File: src/rtl/lfsr_pkg.sv
// lfsr_pkg: shared constants for the LFSR core.
// Tap masks are for fb = ^(q & TAPS), q_next = {q[W-2:0], fb}.
package lfsr_pkg;

    localparam logic [2:0] LFSR_TAPS_W3 = 3'b101;
    localparam logic [3:0] LFSR_TAPS_W4 = 4'b1001;
    localparam logic [4:0] LFSR_TAPS_W5 = 5'b10010;
    localparam logic [5:0] LFSR_TAPS_W6 = 6'b100001;
    localparam logic [6:0] LFSR_TAPS_W7 = 7'b1000001;
    localparam logic [7:0] LFSR_TAPS_W8 = 8'b10001110;

    localparam int         LFSR_DEFAULT_WIDTH = 4;
    localparam logic [3:0] LFSR_DEFAULT_SEED  = 4'b0001;

endpackage

File: src/rtl/lfsr_core_if.sv
// lfsr_core_if: control and status bundle of the LFSR core.
// master drives en/load/seed, slave (the core) drives state and pulses.
interface lfsr_core_if #(
    parameter int WIDTH = 4
);

    logic             en;
    logic             load;
    logic [WIDTH-1:0] seed;
    logic [WIDTH-1:0] q;
    logic             serial_out;
    logic [WIDTH-1:0] step_cnt;
    logic             period_done;
    logic             lockup;

    modport master (
        output en, load, seed,
        input  q, serial_out, step_cnt, period_done, lockup
    );

    modport slave (
        input  en, load, seed,
        output q, serial_out, step_cnt, period_done, lockup
    );

endinterface

File: src/rtl/lfsr_state_reg.sv
// lfsr_state_reg: WIDTH-bit register, async active-high reset to INIT,
// synchronous load of d when ld is high, otherwise holds.
module lfsr_state_reg #(
    parameter int             WIDTH = 4,
    parameter logic [WIDTH-1:0] INIT = '0
) (
    input  logic             clk,
    input  logic             rst,
    input  logic             ld,
    input  logic [WIDTH-1:0] d,
    output logic [WIDTH-1:0] q
);

    // state flop: reset value, else optional load
    always_ff @(posedge clk or posedge rst) begin
        if (rst)
            q <= INIT;
        else if (ld)
            q <= d;
    end

endmodule

File: src/rtl/lfsr_core.sv
// lfsr_core: Fibonacci LFSR with seed load, step enable and period tracking.
// Define LFSR_LOCKUP_GUARD_EN to recover from the all-zero state.
module lfsr_core
    import lfsr_pkg::*;
#(
    parameter int               WIDTH      = LFSR_DEFAULT_WIDTH,
    parameter logic [WIDTH-1:0] TAPS       = WIDTH'(LFSR_TAPS_W4),
    parameter logic [WIDTH-1:0] RESET_SEED = WIDTH'(LFSR_DEFAULT_SEED)
) (
    input logic        clk,
    input logic        rst,
    lfsr_core_if.slave bus
);

    logic [WIDTH-1:0] q;
    logic [WIDTH-1:0] seed_reg;
    logic [WIDTH-1:0] q_next;
    logic [WIDTH-1:0] q_d;
    logic [WIDTH-1:0] seed_d;
    logic [WIDTH-1:0] cnt;
    logic             fb;
    logic             step;
    logic             zero_step;
    logic             match;
    logic             pd;
    logic             lk;

    assign fb     = ^(q & TAPS);
    assign q_next = {q[WIDTH-2:0], fb};
    assign step   = bus.en & ~bus.load;

`ifdef LFSR_LOCKUP_GUARD_EN
    assign zero_step = step & (q == '0);
`else
    assign zero_step = 1'b0;
`endif

    assign match  = step & ~zero_step & (q_next == seed_reg);

    assign q_d    = bus.load  ? bus.seed   :
                    zero_step ? RESET_SEED : q_next;
    assign seed_d = bus.load  ? bus.seed   : RESET_SEED;

    lfsr_state_reg #(
        .WIDTH (WIDTH),
        .INIT  (RESET_SEED)
    ) u_q (
        .clk (clk),
        .rst (rst),
        .ld  (bus.load | step),
        .d   (q_d),
        .q   (q)
    );

    lfsr_state_reg #(
        .WIDTH (WIDTH),
        .INIT  (RESET_SEED)
    ) u_seed (
        .clk (clk),
        .rst (rst),
        .ld  (bus.load | zero_step),
        .d   (seed_d),
        .q   (seed_reg)
    );

    // step counter and one-cycle period/lockup pulses
    always_ff @(posedge clk or posedge rst) begin
        if (rst) begin
            cnt <= '0;
            pd  <= 1'b0;
            lk  <= 1'b0;
        end else if (bus.load) begin
            cnt <= '0;
            pd  <= 1'b0;
            lk  <= 1'b0;
        end else if (step) begin
            if (zero_step) begin
                cnt <= '0;
                pd  <= 1'b0;
                lk  <= 1'b1;
            end else if (match) begin
                cnt <= '0;
                pd  <= 1'b1;
                lk  <= 1'b0;
            end else begin
                cnt <= cnt + 1'b1;
                pd  <= 1'b0;
                lk  <= 1'b0;
            end
        end else begin
            pd <= 1'b0;
            lk <= 1'b0;
        end
    end

    assign bus.q           = q;
    assign bus.serial_out  = q[WIDTH-1];
    assign bus.step_cnt    = cnt;
    assign bus.period_done = pd;
    assign bus.lockup      = lk;

endmodule

File: src/flat_wrapper.sv
// flat-port wrapper written by rule: the top's interface ports become plain ports
module lfsr_core_flat import lfsr_pkg::*;
#(
    parameter int               WIDTH      = LFSR_DEFAULT_WIDTH,
    parameter logic [WIDTH-1:0] TAPS       = WIDTH'(LFSR_TAPS_W4),
    parameter logic [WIDTH-1:0] RESET_SEED = WIDTH'(LFSR_DEFAULT_SEED)
)
  (clk, rst, bus_en, bus_load, bus_seed, bus_q, bus_serial_out, bus_step_cnt, bus_period_done, bus_lockup);
  lfsr_core_if #(.WIDTH(WIDTH)) bus_i ();
  input logic clk;
  input logic rst;
  input wire logic [$bits(bus_i.en)-1:0] bus_en;
  input wire logic [$bits(bus_i.load)-1:0] bus_load;
  input wire logic [$bits(bus_i.seed)-1:0] bus_seed;
  output wire logic [$bits(bus_i.q)-1:0] bus_q;
  output wire logic [$bits(bus_i.serial_out)-1:0] bus_serial_out;
  output wire logic [$bits(bus_i.step_cnt)-1:0] bus_step_cnt;
  output wire logic [$bits(bus_i.period_done)-1:0] bus_period_done;
  output wire logic [$bits(bus_i.lockup)-1:0] bus_lockup;
  assign bus_i.en = bus_en;
  assign bus_i.load = bus_load;
  assign bus_i.seed = bus_seed;
  assign bus_q = bus_i.q;
  assign bus_serial_out = bus_i.serial_out;
  assign bus_step_cnt = bus_i.step_cnt;
  assign bus_period_done = bus_i.period_done;
  assign bus_lockup = bus_i.lockup;
  lfsr_core #(.WIDTH(WIDTH), .TAPS(TAPS), .RESET_SEED(RESET_SEED)) u_core (.clk(clk), .rst(rst), .bus(bus_i));
endmodule
File: config.mk
export PLATFORM = sky130hd
export DESIGN_NAME = lfsr_core_flat
export DESIGN_NICKNAME = d
export VERILOG_FILES = /design/src/rtl/lfsr_pkg.sv /design/src/rtl/lfsr_core_if.sv /design/src/rtl/lfsr_state_reg.sv /design/src/rtl/lfsr_core.sv /design/src/flat_wrapper.sv
export SDC_FILE = /design/constraint.sdc
export NUM_CORES = 1
export LEC_CHECK = 0
export ABC_CLOCK_PERIOD_IN_PS = 4260
export CAP_MARGIN = 20
export CORE_AREA = 2 2 44 46
export CTS_CLUSTER_SIZE = 24
export DETAILED_ROUTE_END_ITERATION = 10
export DIE_AREA = 0 0 46 48
export DONT_BUFFER_PORTS = 1
export MAX_ROUTING_LAYER = met4
export SYNTH_ARGS = -nofsm -noshare
export SYNTH_HDL_FRONTEND = slang
export SYNTH_SLANG_ARGS = --single-unit
File: constraint.sdc
create_clock -name clk -period 4.26 [get_ports clk]
set_clock_uncertainty 0.1 [all_clocks]
set_input_delay 0.852 -clock clk [delete_from_list [all_inputs] [get_ports clk]]
set_output_delay 0.852 -clock clk [all_outputs]
set_load 0.1 [all_outputs]
==> impl_metrics.env <==
export IMPL_status="complete, no violations"
export IMPL_clkSinkCount=13
export IMPL_routed_wl_um=1151
export IMPL_internal_power_uw=190.6
export IMPL_io_pins=19
export IMPL_first_iter_violations=4
export IMPL_die_area_um2=2208
export IMPL_hold_ws_ps=375.4
export IMPL_peakVddDrop_uv=252.1
export IMPL_crit_type="flop to primary output"
export IMPL_grt_max_degree=18
export IMPL_coreArea_um2=1689
export IMPL_synth_edf_count=0
export IMPL_post_route_period_util_pct=53.07
export IMPL_finalSetupTns_ps=0
export IMPL_ys_ff_latch=13
export IMPL_cts_max_path_buffers=2
export IMPL_die_w_um=46
export IMPL_grt_pass1_vias=433
export IMPL_async_flop_share_pct=100.0
export IMPL_report_final_slew_viol_count=0
export IMPL_n_antenna_cell=0
export IMPL_cts_tree="built"
export IMPL_cap_violations=0
export IMPL_synth_most_common_cell="dfrtp_1"
export IMPL_wl_per_cell_um=14.21
export IMPL_post_dp_cell_area_um2=670.6
export IMPL_syn_avg_cell_area_um2=10.48
export IMPL_die_h_um=48
export IMPL_viasPerCell=5.259
export IMPL_critPathLaunch="u_core.u_q.q[3]$_DFFE_PP0P_"
export IMPL_yosysWarnings=0
export IMPL_stdcell_area_um2=696.9
export IMPL_cts_setup_buffers=0
export IMPL_ys_top_cells_by_count="dfrtp_1 (11), nand2_1 (8), o21ai_0 (8), inv_1 (6), mux2i_1 (5)"
export IMPL_fmax_ghz=0.4424
export IMPL_finalPower_uw=322.1
export IMPL_htreeDepth=1
export IMPL_drc=0
export IMPL_yosysSeqAreaShare_pct=48.88
export IMPL_tightest_slew_ps=994.2
export IMPL_grt_pass1_wl_um=1994
export IMPL_vias=426
export IMPL_fin_ws_ps=1999
export IMPL_timing_rr_start="u_core.u_q.q[0]$_DFFE_PP1P_"
export IMPL_rsz0062_at_grt="no"
export IMPL_drt_antenna_violating_nets=0
export IMPL_clk_pin_slew_ps=70
export IMPL_root_buffer="clkbuf_4"
export IMPL_hold_class="primary input to async pin"
export IMPL_fin_nets=74
export IMPL_num_rows=15
export IMPL_arrival_ps=1310
export IMPL_synth_ff_type="dfrtp_1"
export IMPL_initial_utilization_pct=39.70
export IMPL_leakage_uw=0.0003196
export IMPL_power_per_cell_area_nw_per_um2=462.1
export IMPL_worstPathMaxFanout=5
export IMPL_syn_area_um2=670.6
export IMPL_p_clk_share_pct=23.1
export IMPL_crit_required_ps=3310
export IMPL_postCtsResizedCells=0
export IMPL_post_place_ws_ps=2117
export IMPL_area_growth_syn_to_layout_pct=3.918
export IMPL_antenna_found_initial=0
export IMPL_end_kind="primary output"
export IMPL_p_seq_share_pct=64.4
export IMPL_relSlewSlack_pct=33.72
export IMPL_combinationalPowerShare_pct=12.5
export IMPL_clk_latency_ps=270
export IMPL_gp_congestion=0.7792
export IMPL_cp_start_kind="flop"
export IMPL_synth_area_leaders="dfrtp_1 (41%), dfstp_2 (7.8%), mux2i_1 (7.5%)"
export IMPL_finalSetupViolations=0
export IMPL_gr_usage_all_layers_pct=14.03
export IMPL_finalHoldViolCount=0
export IMPL_first_pass_iters=3
export IMPL_switchingPower_uw=131.4
export IMPL_switching_share_pct=40.80
export IMPL_synth_top_area_share_pct=41.04
export IMPL_min_period_ps=2261
export IMPL_synth_top_area_cell="dfrtp_1"
export IMPL_synth_cell_types=24
export IMPL_cts_hold_buf=0
export IMPL_cts_buffers=3
export IMPL_layout_drive_gt1_share_pct=12.50
export IMPL_gr_total_overflow=0
export IMPL_port_buffers=0
export IMPL_syn_nets=73
export IMPL_synth_cells=64
## worst register-to-register path: cells and delay by family, from the launching register on
| kind | cells | cell delay, ps |
|---|---|---|
| AND/OR/NAND/NOR | 1 | 220 |
| XOR/XNOR | 1 | 460 |
| AO/OA/AOI/OAI | 1 | 330 |
| flip-flops | 1 | 930 |
## final timing paths
path	to	cells past startpoint	slack [ps]
worst min-delay path	u_core.bus.period_done$_DFF_PP0_	1	380
worst min register to register	u_core.u_seed.q[0]$_DFFE_PP1P_	2	400
max in group asynchronous	u_core.u_q.q[3]$_DFFE_PP0P_	1	3340
worst max-delay path	bus_serial_out	0	2000
worst max register to register	u_core.bus.step_cnt[3]$_DFFE_PP0P_	3	2110
min in group clk	u_core.u_seed.q[0]$_DFFE_PP1P_	2	400
## layout by cell type (no fill, tap or decap), drive strengths merged, types with 2 or more instances in the layout
cell type	instances
nand3	2
clkbuf	4
nand2	8
dfrtp	11
dfstp	2
mux2i	5
nor2	3
o21ai	9
xnor2	3
inv	6
## metrics by stage
| stage | cells | utilization (%) |
|---|---|---|
| after floorplan | 64 | - |
| after global placement | 77 | 39.70 |
| after detailed placement | 77 | 39.70 |
| after CTS | 81 | 41.26 |
| after global routing | 81 | 41.26 |
| final | 81 | 41.26 |
## cell families after synthesis
| family | synth area share (%) |
|---|---|
| and+or+nand+nor | 12.32 |
| other | 0.5592 |
| xor gates and xnor gates | 8.583 |
| muxes | 7.463 |
| buffers and inverters | 6.714 |
| DFF | 48.88 |
| AOI/OAI and AO/OA | 13.62 |
| adders and majority gates | 1.865 |
## per-layer routing
metal	vias up	global-route usage (%)	share of wire, %
met1	190	14.78	43
li1	217	-	-
met2	17	22.22	48
met3	2	7.547	8.4
met5	-	-	0
met4	0	5.143	1.1
## flip-flops by register name, summed over array words and instances, names as in the netlist
name,count
u_core.bus.period_done,1
u_core.bus.step_cnt,4
u_core.u_q.q,4
u_core.u_seed.q,4
## power groups by stage
stage	Combinational (uW)	Sequential [uW]	Clock (uW)
4_1_cts	40.9	208	78.9
3_5_place_dp	40.8	211	0
2_1_floorplan	48.1	199	0
5_1_grt	45.7	210	85.0
6_report	40.3	207	74.4
3_3_place_gp	40.6	210	0
## cell type report
type | instances | area, um2
fill | 176 | 992.2
tap | 17 | 21.27
clock buffer | 4 | 26.28
inverter | 6 | 22.52
multi-input combinational | 41 | 297.8
sequential | 13 | 329.1
No activity file was read; power rests on OpenSTA's default activity.
